$ cat config.mk
export PLATFORM = sky130hd
export DESIGN_NAME = parallel_bus_capture
export DESIGN_NICKNAME = d
export VERILOG_FILES = /design/src/rtl/parallel_bus_capture.sv
export SDC_FILE = /design/constraint.sdc
export NUM_CORES = 1
export LEC_CHECK = 0
export CAP_MARGIN = 20
export CORE_AREA = 2 2 146 148
export CTS_CLUSTER_DIAMETER = 40
export DETAILED_ROUTE_END_ITERATION = 10
export DIE_AREA = 0 0 148 150
export SKIP_CTS_REPAIR_TIMING = 1
export SYNTH_ARGS = -nofsm -noshare
export SYNTH_HDL_FRONTEND = slang
export SYNTH_SLANG_ARGS = --single-unit
$ cat constraint.sdc
create_clock -name clk -period 5.95 [get_ports clk]
set_clock_uncertainty 0.2 [all_clocks]
set_input_delay 1.19 -clock clk [delete_from_list [all_inputs] [get_ports clk]]
set_output_delay 1.19 -clock clk [all_outputs]
set_load 0.1 [all_outputs]
$ cat src/rtl/parallel_bus_capture.sv
// parallel_bus_capture
//   Capture stage for the 8-bit 8080-style parallel bus viewer. All bus pins
//   are synchronised into the clk domain through identical chains. Every
//   rising edge of wr that passes the cs qualifier records one transaction
//   (data byte plus control snapshot) into a show-ahead FIFO. The display
//   stage steps through the entries with a single-cycle next pulse.
//
// Ports
//   clk        in   system clock
//   nreset     in   synchronous, active-low reset
//   data       in   [7:0] async bus data pins
//   bus_reset  in   async bus reset pin (monitored only)
//   cs         in   async chip select, active low
//   dc         in   async data/command pin
//   wr         in   async write strobe, recorded on its rising edge
//   rd         in   async read strobe
//   next       in   pulse: pop the FIFO head
//   clear      in   pulse: empty the FIFO and clear overflow
//   out_data   out  [7:0] head data byte, 0 when empty
//   out_flags  out  [3:0] head {bus_reset, cs, dc, rd}, 0 when empty
//   out_valid  out  FIFO not empty
//   count      out  [FIFO_DEPTH_BITS:0] number of stored entries
//   overflow   out  sticky: a transaction was dropped on a full FIFO

module parallel_bus_capture #(
    parameter int unsigned FIFO_DEPTH_BITS = 4,
    parameter int unsigned SYNC_STAGES     = 2,
    parameter bit          CS_FILTER       = 1'b1
) (
    input  logic                     clk,
    input  logic                     nreset,
    input  logic [7:0]               data,
    input  logic                     bus_reset,
    input  logic                     cs,
    input  logic                     dc,
    input  logic                     wr,
    input  logic                     rd,
    input  logic                     next,
    input  logic                     clear,
    output logic [7:0]               out_data,
    output logic [3:0]               out_flags,
    output logic                     out_valid,
    output logic [FIFO_DEPTH_BITS:0] count,
    output logic                     overflow
);

    localparam int unsigned LP_DEPTH = 1 << FIFO_DEPTH_BITS;

    // Chain word layout: {wr, bus_reset, cs, dc, rd, data[7:0]}.
    // Idle value keeps the strobes and cs inactive so reset release is quiet.
    localparam logic [12:0] LP_SYNC_IDLE = 13'b1_1_1_0_1_0000_0000;

    localparam logic [FIFO_DEPTH_BITS-1:0] LP_PTR_ONE = FIFO_DEPTH_BITS'(1);
    localparam logic [FIFO_DEPTH_BITS:0]   LP_CNT_ONE = (FIFO_DEPTH_BITS + 1)'(1);

    logic [12:0]                r_sync [SYNC_STAGES];
    logic                       r_wr_prev;
    logic [FIFO_DEPTH_BITS-1:0] r_wr_ptr;
    logic [FIFO_DEPTH_BITS-1:0] r_rd_ptr;
    logic [FIFO_DEPTH_BITS:0]   r_count;
    logic                       r_overflow;
    logic [11:0]                r_mem [LP_DEPTH];

    logic [12:0]                w_sync_out;
    logic                       w_wr_s;
    logic                       w_cs_s;
    logic [11:0]                w_word;
    logic                       w_wr_edge;
    logic                       w_push_req;
    logic                       w_full;
    logic                       w_empty;
    logic                       w_pop;
    logic                       w_push;
    logic                       w_drop;
    logic [FIFO_DEPTH_BITS-1:0] w_wr_ptr_nxt;
    logic [FIFO_DEPTH_BITS-1:0] w_rd_ptr_nxt;
    logic [FIFO_DEPTH_BITS:0]   w_count_nxt;
    logic                       w_overflow_nxt;
    logic [11:0]                w_head;

    // Synchronisers: every bus bit sees the same number of stages so the
    // data and control snapshot stays aligned with the strobe.
    always_ff @(posedge clk) begin
        if (!nreset) begin
            for (int i = 0; i < int'(SYNC_STAGES); i++) begin
                r_sync[i] <= LP_SYNC_IDLE;
            end
        end else begin
            r_sync[0] <= {wr, bus_reset, cs, dc, rd, data};
            for (int i = 1; i < int'(SYNC_STAGES); i++) begin
                r_sync[i] <= r_sync[i-1];
            end
        end
    end

    assign w_sync_out = r_sync[SYNC_STAGES-1];
    assign w_wr_s     = w_sync_out[12];
    assign w_cs_s     = w_sync_out[10];
    // {bus_reset, cs, dc, rd, data} straight from the chain outputs.
    assign w_word     = w_sync_out[11:0];

    assign w_wr_edge  = w_wr_s & ~r_wr_prev;
    assign w_push_req = w_wr_edge & (!CS_FILTER | ~w_cs_s);

    // count never exceeds the depth, so its MSB alone marks full.
    assign w_full  = r_count[FIFO_DEPTH_BITS];
    assign w_empty = (r_count == '0);

    always_comb begin
        w_pop          = 1'b0;
        w_push         = 1'b0;
        w_drop         = 1'b0;
        w_wr_ptr_nxt   = r_wr_ptr;
        w_rd_ptr_nxt   = r_rd_ptr;
        w_count_nxt    = r_count;
        w_overflow_nxt = r_overflow;

        if (clear) begin
            // clear wins over a simultaneous push or pop; that push is lost silently.
            w_wr_ptr_nxt   = '0;
            w_rd_ptr_nxt   = '0;
            w_count_nxt    = '0;
            w_overflow_nxt = 1'b0;
        end else begin
            w_pop  = next & ~w_empty;
            // A pop in the same cycle frees the slot, so a full FIFO still accepts.
            w_push = w_push_req & (~w_full | w_pop);
            w_drop = w_push_req & w_full & ~w_pop;

            if (w_push) begin
                w_wr_ptr_nxt = r_wr_ptr + LP_PTR_ONE;
            end
            if (w_pop) begin
                w_rd_ptr_nxt = r_rd_ptr + LP_PTR_ONE;
            end
            if (w_push && !w_pop) begin
                w_count_nxt = r_count + LP_CNT_ONE;
            end else if (w_pop && !w_push) begin
                w_count_nxt = r_count - LP_CNT_ONE;
            end
            if (w_drop) begin
                w_overflow_nxt = 1'b1;
            end
        end
    end

    always_ff @(posedge clk) begin
        if (!nreset) begin
            r_wr_prev  <= 1'b1;
            r_wr_ptr   <= '0;
            r_rd_ptr   <= '0;
            r_count    <= '0;
            r_overflow <= 1'b0;
        end else begin
            r_wr_prev  <= w_wr_s;
            r_wr_ptr   <= w_wr_ptr_nxt;
            r_rd_ptr   <= w_rd_ptr_nxt;
            r_count    <= w_count_nxt;
            r_overflow <= w_overflow_nxt;
        end
    end

    // Storage needs no reset: entries are only visible while count covers them.
    always_ff @(posedge clk) begin
        if (nreset && w_push) begin
            r_mem[r_wr_ptr] <= w_word;
        end
    end

    assign w_head    = r_mem[r_rd_ptr];
    assign out_valid = ~w_empty;
    assign out_data  = w_empty ? 8'h00 : w_head[7:0];
    assign out_flags = w_empty ? 4'h0  : w_head[11:8];
    assign count     = r_count;
    assign overflow  = r_overflow;

endmodule

==> impl_metrics.tcl <==
set metrics [dict create \
    design.portCount 36 \
    final.period_utilization 0.863 \
    layout-area-overhead-vs-synth_pct 18.4 \
    post_synth_instance_area_um2 9080 \
    worst-path-buf-inv 2 \
    finalNetCount 575 \
    routed_via_count 4526 \
    overflow 0 \
    detail_route.vias_per_cell 5.36 \
    seq_area_frac_synth 0.734 \
    unique_cell_type_count_in_the_yosys_netlist 37 \
    cellInternalPower_w 0.00284 \
    slew_headroom 0.348 \
    layout_min_cycle_time_ns 5.14 \
    antenna_violations_before_repair 0 \
    dieArea_um2 22200 \
    p_seq_frac 0.496 \
    gp_congestion 0.739 \
    cp.arrival_ns 3.75 \
    post_synth_fa_ha_maj_area_fraction 0.0146 \
    grt_first_pass_wirelength_mm 27.3 \
    setup_tns_ns 0 \
    drtIter0Drc 237 \
    power.net_switching_w 0.000823 \
    dp_cells 792 \
    fmax_mhz 195 \
    timing_hold_violations_final 0 \
    critPathMostFrequentCell "sky130_fd_sc_hd__a211oi_1" \
    synth-compound-area-share 0.0302 \
    cts_tree "built" \
    floorplan.initialDensity 0.439 \
    combinational_family_with_the_most_area_after_synthesis "multiplexers" \
    syn_avg_cell_area_um2 18.9 \
    synth_simple_gate_area_share 0.0584 \
    vias_in_the_first_global_route 4638 \
    utilization 0.520 \
    fp.dieW_um 148 \
    leakage_nw 3.46 \
    worst_pin_slew_ns 0.976 \
    max_stage_delay_ns 0.99 \
    worstPathRequired_ns 4.56 \
    drt-pass1-iter-count 4 \
    portBuffers 35 \
    n_antenna_cell 0 \
    report.final.setup_viol 0 \
    clkSlewWorstSetupHoldPaths_ns 0.06 \
    worst_path_max_delay_cell "sky130_fd_sc_hd__clkdlybuf4s50_1" \
    drtAntennaViolNets 0 \
    endpoint_kind "output port" \
    maximum_level_of_the_cts_h_tree 1 \
    cpLargestDelayFamily "buffers and inverters" \
    clock_sinks 237 \
    area_of_all_placed_cells_without_fillers_um2 10800 \
    drt-wirelength-per-cell_um 20.7 \
    p_per_cell_area_nw_per_um2 341 \
    worstHoldPathType "reg -> reg" \
    cap_violations 0 \
    postSynthRegisterBits 237 \
    synth.yosys.warnings 0 \
    drc 0 \
    logic_gate_share_of_total_power 0.051 \
    cts_buffers 29 \
    drive_gt1_frac 0.214 \
    power.ir.vdd_worst_mv 0.205 \
    critical_path_peak_fanout 20 \
    status "finished, final reports clean" \
    swShare 0.224 \
    grt_setup_unrepaired "no" \
    pwr-share-clk 0.454 \
    placement_rows 53 \
    detailed_place.area_um2 9820 \
    synth.mux.area_fraction 0.138 \
    critical_path.cell_chain "buf_4 -> mux4_2 -> nor2b_1 -> a211oi_1 -> a211oi_1 -> clkdlybuf4s50_1" \
    die_height_um 150 \
    grt_max_degree 31 \
    count_of_placed_standard_cells_in_the_final_layout_fillers_left_out 845 \
    grt_util_all_layers 0.164 \
    clockBufferDepth 3 \
    setup.worst_path.class "reg -> out" \
    cts_root_buf "sky130_fd_sc_hd__clkbuf_16" \
    dpl_wire_length_mm 10.8 \
    drt-total-wl_mm 17.5 \
    worst_skew_pair.late_latency_ns 0.53 \
    post_synth_xor_area_fraction 0.00675 \
    cp-start-kind "flop" \
    post_synth_inst_count 480 \
    mappedNetlistNets 507 \
    timing_max_transition_violations_final 0 \
    core_area_um2 20700 \
]
-- final timing paths --
kind	from	endpoint	slack, ns	depth (start not counted)
worst max-delay path	flop	out_data[4]	0.81	6
worst min-delay path	r_sync[0][10]	r_sync[0][23]	0.21	1
worst max register to register	r_sync[0][23]	count[4]	2.93	9
worst min register to register	r_sync[0][10]	r_sync[0][23]	0.21	1
-- synthesized netlist by cell type --
| library cell | instances | share of area |
|---|---|---|
| sky130_fd_sc_hd__edfxtp_1 | 192 | 0.63 |
| sky130_fd_sc_hd__dfxtp_1 | 45 | 0.099 |
| sky130_fd_sc_hd__mux4_2 | 39 | 0.097 |
| sky130_fd_sc_hd__nor2_1 | 33 | 0.014 |
| sky130_fd_sc_hd__a211oi_1 | 25 | 0.021 |
| sky130_fd_sc_hd__and2_1 | 19 | 0.013 |
| sky130_fd_sc_hd__mux2i_1 | 14 | 0.015 |
| sky130_fd_sc_hd__nor2b_1 | 14 | 0.0096 |
| sky130_fd_sc_hd__nand2b_1 | 11 | 0.0076 |
| sky130_fd_sc_hd__clkbuf_1 | 9 | 0.0037 |
| sky130_fd_sc_hd__ha_1 | 9 | 0.012 |
| sky130_fd_sc_hd__mux4_1 | 9 | 0.026 |
| sky130_fd_sc_hd__nand3_1 | 8 | 0.0044 |
| sky130_fd_sc_hd__a21oi_1 | 6 | 0.0033 |
| sky130_fd_sc_hd__buf_4 | 6 | 0.0050 |
| sky130_fd_sc_hd__nand2_1 | 6 | 0.0025 |
| sky130_fd_sc_hd__buf_2 | 4 | 0.0022 |
| sky130_fd_sc_hd__xor2_1 | 4 | 0.0039 |
| sky130_fd_sc_hd__buf_6 | 3 | 0.0037 |
| sky130_fd_sc_hd__inv_1 | 3 | 0.0012 |
| sky130_fd_sc_hd__xnor2_1 | 3 | 0.0029 |
| sky130_fd_sc_hd__o211ai_1 | 2 | 0.0017 |
| sky130_fd_sc_hd__or4_1 | 2 | 0.0017 |
| sky130_fd_sc_hd__a211o_1 | 1 | 0.00096 |
| sky130_fd_sc_hd__a21o_1 | 1 | 0.00083 |
| sky130_fd_sc_hd__a31o_2 | 1 | 0.00096 |
| sky130_fd_sc_hd__clkbuf_8 | 1 | 0.0015 |
| sky130_fd_sc_hd__fa_1 | 1 | 0.0022 |
| sky130_fd_sc_hd__inv_2 | 1 | 0.00041 |
| sky130_fd_sc_hd__nand4b_1 | 1 | 0.00096 |
| sky130_fd_sc_hd__nor2_2 | 1 | 0.00069 |
| sky130_fd_sc_hd__nor3_1 | 1 | 0.00055 |
| sky130_fd_sc_hd__nor3b_1 | 1 | 0.00083 |
| sky130_fd_sc_hd__o21ai_4 | 1 | 0.0018 |
| sky130_fd_sc_hd__or3_1 | 1 | 0.00069 |
| sky130_fd_sc_hd__or3b_1 | 1 | 0.00096 |
| sky130_fd_sc_hd__or4_4 | 1 | 0.0012 |
-- layout make-up --
type	count	area (um2)
clock buffer	33	741
timing repair buffer	60	538
sequential	237	6670
clock inverter	20	190
inverter	4	15.0
fill	1696	9940
multi-input combinational	216	2250
tap	275	344
-- through the flow --
stage / power (W) / hold WS, ns / setup slack [ns]
3_3_place_gp: 0.00204 / 0.191 / 1.33
6_report: 0.00367 / 0.212 / 0.814
5_1_grt: 0.00379 / 0.229 / 0.554
2_1_floorplan: 0.00198 / 0.186 / 0.703
3_5_place_dp: 0.00204 / 0.199 / 1.29
4_1_cts: 0.00370 / 0.218 / 0.714
-- power by group through the flow --
stage          logic (W)  registers [W]  clock network [W]
3_3_place_gp    0.000186        0.00185                  0
3_5_place_dp    0.000187        0.00185                  0
5_1_grt         0.000196        0.00182            0.00177
4_1_cts         0.000188        0.00182            0.00170
6_report        0.000186        0.00182            0.00166
2_1_floorplan   0.000134        0.00185                  0
-- cell usage in the layout, fill, tap and decap left out, types with 4 or more instances in the layout --
cell type,count
sky130_fd_sc_hd__a211oi_1,25
sky130_fd_sc_hd__a21oi_1,6
sky130_fd_sc_hd__and2_1,19
sky130_fd_sc_hd__buf_4,26
sky130_fd_sc_hd__clkbuf_1,4
sky130_fd_sc_hd__clkbuf_16,29
sky130_fd_sc_hd__clkdlybuf4s50_1,32
sky130_fd_sc_hd__clkinv_2,5
sky130_fd_sc_hd__clkinv_4,5
sky130_fd_sc_hd__dfxtp_1,42
sky130_fd_sc_hd__edfxtp_1,192
sky130_fd_sc_hd__ha_1,9
sky130_fd_sc_hd__mux2i_1,14
sky130_fd_sc_hd__mux4_1,9
sky130_fd_sc_hd__mux4_2,39
sky130_fd_sc_hd__nand2_1,6
sky130_fd_sc_hd__nand2b_1,11
sky130_fd_sc_hd__nand3_1,8
sky130_fd_sc_hd__nor2_1,33
sky130_fd_sc_hd__nor2b_1,14
sky130_fd_sc_hd__xor2_1,4
-- cells by family (layout without fill, tap and decap cells) --
group           count (synthesis)  after routing
fa+ha+maj                      10             10
flops                         237            237
simple gates                  100            100
compound gates                 37             37
xor+xnor                        7              7
buf+inv                        27            117
mux                            62             62
-- registers in the layout (all words and copies together), names as in the netlist, named ones only --
name / count
r_mem: 192
r_wr_ptr: 4
r_sync: 26
r_rd_ptr: 4
r_wr_prev: 1
overflow: 1
count: 5
-- per-layer routing --
layer  vias to the layer above  track usage  wire length, um
met5                         -            0                0
met4                         0       0.0486              348
met3                        33       0.0317              806
met2                       103        0.269             8580
met1                      2335        0.225             7720
li1                       2055            -                -
Note: power is estimated with default switching activity, not from simulation.
